===== config.mk =====
export PLATFORM = sky130hd
export DESIGN_NAME = pipeline_hazard_ctrl
export DESIGN_NICKNAME = d
export VERILOG_FILES = /design/src/rtl/pipeline_hazard_ctrl.sv
export SDC_FILE = /design/constraint.sdc
export NUM_CORES = 1
export LEC_CHECK = 0
export ABC_CLOCK_PERIOD_IN_PS = 2700
export CAP_MARGIN = 20
export CELL_PAD_IN_SITES_DETAIL_PLACEMENT = 0
export CELL_PAD_IN_SITES_GLOBAL_PLACEMENT = 2
export CORE_UTILIZATION = 26
export DETAILED_ROUTE_END_ITERATION = 16
export PLACE_DENSITY = 0.79
export SYNTH_ARGS = -nofsm -noshare
export SYNTH_HDL_FRONTEND = slang
export SYNTH_SLANG_ARGS = --single-unit

===== constraint.sdc =====
create_clock -name clk -period 2.7 [get_ports clk]
set_clock_uncertainty 0.1 [all_clocks]
set_input_delay 0.81 -clock clk [delete_from_list [all_inputs] [get_ports clk]]
set_output_delay 0.81 -clock clk [all_outputs]
set_load 0.01 [all_outputs]

===== src/rtl/pipeline_hazard_ctrl.sv =====
// pipeline_hazard_ctrl
//
// Central hazard sequencer for the five-stage pipeline (IF, IF/DE, DE/EX,
// EX/MEM, MEM/WB). Every cycle it produces the write-enable and flush
// (bubble) controls for the PC and the four pipeline registers.
//
// It resolves three conditions, highest priority first:
//   1. a data-memory wait freezes the whole pipeline;
//   2. a taken branch flushes the three younger stages;
//   3. a load-use hazard holds PC and IF/DE and inserts a bubble in DE/EX.
// A watchdog moves the sequencer to HALT when one memory access has been
// waiting for TIMEOUT consecutive cycles. Saturating counters record stall
// cycles and branch flushes.
//
// Memory handshake: mem_access acts as the request valid and dmem_ready as
// its ready. The access completes on the cycle both are 1. While mem_access
// is 1 and dmem_ready is 0 the access is pending, and the pipeline must not
// advance. mem_access must stay high until the cycle dmem_ready is seen.
//
// Ports:
//   clk, reset      clock; synchronous active-high reset
//   id_rn, id_rm    source registers of the instruction in decode
//   id_uses_rm      decode instruction actually reads id_rm
//   ex_memread      instruction in execute is a load
//   ex_destreg      destination register of the instruction in execute
//   mem_access      memory-stage instruction performs a data access
//   dmem_ready      data memory completes the access this cycle
//   branch_taken    memory stage resolved a taken branch
//   pc_write .. memwb_flush  per-stage write enables and flushes
//   mem_err         sticky watchdog timeout flag
//   stall_cycles    saturating count of stall cycles (pc_write=0, not HALT)
//   flush_events    saturating count of branch flushes

module pipeline_hazard_ctrl #(
  parameter int REG_W   = 5,
  parameter int TIMEOUT = 64,
  parameter int CNT_W   = 32
) (
  input  logic             clk,
  input  logic             reset,
  input  logic [REG_W-1:0] id_rn,
  input  logic [REG_W-1:0] id_rm,
  input  logic             id_uses_rm,
  input  logic             ex_memread,
  input  logic [REG_W-1:0] ex_destreg,
  input  logic             mem_access,
  input  logic             dmem_ready,
  input  logic             branch_taken,
  output logic             pc_write,
  output logic             ifde_write,
  output logic             ifde_flush,
  output logic             idex_write,
  output logic             idex_flush,
  output logic             exmem_write,
  output logic             exmem_flush,
  output logic             memwb_flush,
  output logic             mem_err,
  output logic [CNT_W-1:0] stall_cycles,
  output logic [CNT_W-1:0] flush_events
);

  typedef enum logic [1:0] {
    RUN      = 2'd0,
    MEM_WAIT = 2'd1,
    HALT     = 2'd2
  } state_t;

  // Register 31 is XZR: a load targeting it never creates a dependency.
  localparam logic [REG_W-1:0] XZR       = REG_W'(31);
  localparam logic [15:0]      WAIT_LAST = 16'(TIMEOUT - 1);
  localparam logic [CNT_W-1:0] CNT_MAX   = '1;

  // state is kept as a named internal signal so checkers can bind to it.
  state_t      state;
  state_t      state_next;
  logic [15:0] wait_cnt;
  logic [15:0] wait_cnt_next;
  logic        set_err;
  logic        branch_fire;
  logic        stall_inc;

  logic wait_now;
  logic load_use;

  assign wait_now = mem_access & ~dmem_ready;
  assign load_use = ex_memread & (ex_destreg != XZR) &
                    ((ex_destreg == id_rn) | (id_uses_rm & (ex_destreg == id_rm)));

  // Next state and stage controls. Branch and load-use are only looked at
  // when no wait is pending: the upstream registers are frozen during the
  // wait, so the same inputs are re-evaluated on the release cycle.
  always_comb begin
    state_next    = state;
    wait_cnt_next = wait_cnt;
    set_err       = 1'b0;
    branch_fire   = 1'b0;
    pc_write      = 1'b0;
    ifde_write    = 1'b0;
    ifde_flush    = 1'b0;
    idex_write    = 1'b0;
    idex_flush    = 1'b0;
    exmem_write   = 1'b0;
    exmem_flush   = 1'b0;
    memwb_flush   = 1'b0;

    unique case (state)
      RUN, MEM_WAIT: begin
        if (wait_now) begin
          // Freeze: nothing advances, MEM/WB receives a bubble.
          memwb_flush = 1'b1;
          if (wait_cnt == WAIT_LAST) begin
            state_next    = HALT;
            set_err       = 1'b1;
            wait_cnt_next = wait_cnt;
          end else begin
            state_next    = MEM_WAIT;
            wait_cnt_next = wait_cnt + 16'd1;
          end
        end else begin
          state_next    = RUN;
          wait_cnt_next = '0;
          pc_write      = 1'b1;
          ifde_write    = 1'b1;
          idex_write    = 1'b1;
          exmem_write   = 1'b1;
          if (branch_taken) begin
            // PC loads the target; the three wrong-path stages are zeroed.
            branch_fire = 1'b1;
            ifde_flush  = 1'b1;
            idex_flush  = 1'b1;
            exmem_flush = 1'b1;
          end else if (load_use) begin
            // Hold fetch and decode one cycle, send a bubble into execute.
            pc_write   = 1'b0;
            ifde_write = 1'b0;
            idex_flush = 1'b1;
          end
        end
      end
      HALT: begin
        memwb_flush = 1'b1;
      end
      default: begin
        state_next    = RUN;
        wait_cnt_next = '0;
      end
    endcase
  end

  // A stall cycle is any non-HALT cycle in which the PC does not load.
  assign stall_inc = (state != HALT) & ~pc_write;

  always_ff @(posedge clk) begin
    if (reset) begin
      state        <= RUN;
      wait_cnt     <= '0;
      mem_err      <= 1'b0;
      stall_cycles <= '0;
      flush_events <= '0;
    end else begin
      state    <= state_next;
      wait_cnt <= wait_cnt_next;
      if (set_err) begin
        mem_err <= 1'b1;
      end
      if (stall_inc && (stall_cycles != CNT_MAX)) begin
        stall_cycles <= stall_cycles + 1'b1;
      end
      if (branch_fire && (flush_events != CNT_MAX)) begin
        flush_events <= flush_events + 1'b1;
      end
    end
  end

endmodule


==> impl_metrics.csv <==
group,metric,value,unit
cells_and_area,instances_no_fill,852,
cells_and_area,fillers,1591,
synthesis,ys_ff_latch,83,
timing,slew_headroom,63.4,%
power,power_density,432,nW/µm²
clock_tree,clock_path_buffers,2,
die,dieArea,16700,µm²
timing,final-hold-violation-count,0,
setup_path,crit_chain,"buf_6, xor2_1, nor4_1, a32oi_1, buf_4, o31a_1, buf_2",
power,p_leak,0.00232,µW
die,io_pins,95,
timing,worstMarginPinSlew,0.544,ns
setup_path,rr_worst_depth,6,
global_routing,busiest_layer,"met2",
die,std_cell_rows,46,
cells_and_area,final_common_cell,"dfxtp_1",
clock_tree,root_buffer,"clkbuf_16",
setup_path,crit_path_end_kind,"output port",
synthesis,synth_mux_area_share,2.35,%
timing,drv_slew,0,
timing,fmax,339,MHz
timing,setup_viol_count_final,31,
cells_and_area,drive_gt1_share,19.5,%
setup_path,critPathSlowestCell,"o31a_1",
job,maxCapViolations,0,
power,vdd_ir_drop_max,298,µV
global_routing,grt_pass1_wl,20200,µm
cells_and_area,final_nets,656,
global_routing,grt_use_total,15.4,%
timing,finalCritPeriodShare,109,%
run_status,outcome,"finished with violations",
route,vias_per_cell,4.85,
synthesis,synth-compound-area-share,8.42,%
global_routing,grt_overflow,0,
placed_design,dp_hpwl,8200,µm
global_routing,grt_pass1_vias,4070,
power,power,2710,µW
global_routing,antenna_found_initial,0,
synthesis,synth_warnings,0,
setup_path,crit_path_start_kind,"primary input",
run_status,violations,"setup timing",
global_routing,use_met1,19.0,%
placed_design,gp_congestion,0.756,
synthesis,synth_top_family_by_area,"simple AND/OR/NAND/NOR gates",
route,drc,0,
clock_tree,cts.reportedPaths.clkPinSlew,0.06,ns
setup_path,crit_fanout,2,
timing,fin_crit,2.95,ns
route,ant_nets,0,
timing,setup_tns,-3.76,ns
setup_path,cp.arrival,2.04,ns
global_routing,grt_max_degree,36,
cells_and_area,areaGrowthSynthToFinish,49.3,%
cells_and_area,ff_latch_area,1660,µm²
clock_tree,cts_tree,"done",
timing,fin_ws,-0.250,ns
synthesis,synth-simple-area-share,34.0,%
global_routing,met2_usage,25.7,%
clock_tree,cts.sinks,83,
synthesis,synth_cell_type_count,43,
synthesis,synth-xor-area-share,11.0,%
route,vias,4136,
cells_and_area,utilization,39.7,%
setup_path,critPathKind,"primary input to output port",
cells_and_area,multiInputGateArea,2610,µm²
cells_and_area,final_cell_mix,"dfxtp_1 (83), clkdlybuf4s50_1 (67), nor2_1 (66), xor2_1 (39), nand4_1 (38)",
synthesis,syn_inst,504,
setup_path,crit_required,1.79,ns
route,routed_wl,12500,µm
clock_tree,cts_buffers,9,
worst_hold_path,min_path_type,"flop to flop",
synthesis,synth.net_count,529,
route,wl_per_cell,14.7,µm
worst_hold_path,hold_path_depth,2,
synthesis,syn_avg_cell_area,8.34,µm²
synthesis,ys_seq_area_share,39.5,%
synthesis,synthAdderAreaFrac,0.893,%
clock_tree,clkLatencyLatePin,0.34,ns
clock_tree,hold_buffers,0,
global_routing,grt_use_met3,3.55,%
route,drt_iter0_drc,159,
placed_design,dp.cells,822,
route,dr.pass1.iters,4,
die,start_util,26.6,%
placed_design,dpl_worst_slack,-0.894,ns
setup_path,max_stage_delay,0.27,ns
die,die_h,129,µm
clock_tree,htree_levels,3,
cells_and_area,antenna_cells,0,
placed_design,portBuffers,94,
timing,rsz0062_at_grt,"yes",
die,core,15800,µm²
synthesis,syn_area,4200,µm²
die,die_width,129,µm
==> metal layers <==
| layer | up-vias | part of all wire [%] |
|---|---|---|
| met5 | - | 0 |
| met4 | 0 | 1.5 |
| met3 | 16 | 5.8 |
| met2 | 98 | 47 |
| met1 | 1963 | 46 |
| li1 | 2059 | - |
==> cells by family (layout without fill, tap and decap cells) <==
logic type | count (synthesis) | after routing
adder cells (fa/ha/maj) | 3 | 3
flip-flops | 83 | 83
buffers and inverters | 33 | 165
multiplexers | 9 | 9
AND/OR/NAND/NOR | 259 | 259
AO/OA/AOI/OAI | 64 | 64
XOR/XNOR | 53 | 53
==> stage by stage <==
step / cell area, µm² / hold WS (ns)
after detailed placement: 5570 / 0.362
after global placement: 5570 / 0.360
after CTS: 6070 / 0.378
final: 6280 / 0.369
after global routing: 6280 / 0.418
after floorplan: 4220 / 0.344
==> cells in the mapped netlist <==
| cell | n | area [µm²] |
|---|---|---|
| nand4b_1 | 3 | 26.3 |
| o31a_1 | 1 | 8.76 |
| a31oi_1 | 1 | 6.26 |
| and4_1 | 12 | 105 |
| o21ai_1 | 1 | 5.00 |
| a21o_1 | 1 | 7.51 |
| xor2_1 | 40 | 350 |
| or3b_2 | 1 | 8.76 |
| nor2b_1 | 13 | 81.3 |
| o2111ai_1 | 1 | 8.76 |
| clkbuf_1 | 19 | 71.3 |
| mux2i_1 | 2 | 20.0 |
| and3_1 | 25 | 156 |
| nor2_1 | 67 | 251 |
| mux2_2 | 6 | 67.6 |
| o21ai_0 | 23 | 115 |
| or2_2 | 1 | 6.26 |
| nor3_1 | 11 | 55.1 |
| nand2_1 | 19 | 71.3 |
| or4_1 | 4 | 30.0 |
| a21oi_1 | 29 | 145 |
| o41a_1 | 1 | 11.3 |
| mux2_1 | 1 | 11.3 |
| nor3b_1 | 5 | 37.5 |
| and2_0 | 1 | 6.26 |
| nand4_1 | 38 | 238 |
| and2_1 | 6 | 37.5 |
| o21a_1 | 1 | 7.51 |
| buf_4 | 3 | 22.5 |
| nand3_1 | 23 | 115 |
| o31ai_1 | 4 | 30.0 |
| nor4_4 | 1 | 21.3 |
| clkbuf_2 | 1 | 5.00 |
| a32oi_1 | 1 | 8.76 |
| buf_6 | 3 | 33.8 |
| xnor2_1 | 13 | 114 |
| nor4_1 | 3 | 18.8 |
| or3_1 | 21 | 131 |
| nand2b_1 | 5 | 31.3 |
| buf_1 | 1 | 3.75 |
| ha_1 | 3 | 37.5 |
| inv_1 | 6 | 22.5 |
| dfxtp_1 | 83 | 1660 |
==> worst max-delay path: cells and delay by family <==
family / cells / cell delay, ns
compound gates: 2 / 0.42
buf+inv: 3 / 0.39
simple gates: 1 / 0.26
xor+xnor: 1 / 0.14
==> sequential cells by signal, summed over array words and instances, names as in the netlist <==
register      cells
stall_cycles     32
state             2
mem_err           1
wait_cnt         16
flush_events     32
==> cell type report <==
| cell class | instances | area share, % |
|---|---|---|
| flip-flops and latches | 83 | 26.5 |
| clock buffers | 14 | 4.05 |
| well taps | 216 | 4.31 |
| inverters | 6 | 0.359 |
| multi-input cells | 388 | 41.6 |
| repair buffers | 143 | 22.6 |
| clock inverters | 2 | 0.558 |
==> where the power goes <==
part           internal, µW  switching [µW]  leakage [µW]
sequential             1230            6.26      0.000669
combinational           128             113       0.00151
clock                   742             491      0.000141
total                  2100             610       0.00232
==> final timing paths <==
| path | start | to | slack, ns |
|---|---|---|---|
| max | id_rm[1] | pc_write | -0.25 |
| min | mem_err | mem_err | 0.37 |
| max reg2reg | stall_cycles[3] | stall_cycles[23] | 0.29 |
| min reg2reg | mem_err | mem_err | 0.37 |
==> timing repair <==
item                       CTS  global route
pin swaps                   37            33
buffers inserted             8             5
cloned                       4             2
setup endpoints to repair   40            35
resized for setup          117            40
hold endpoints to repair     0             0
(Power assumes the default switching activity.)
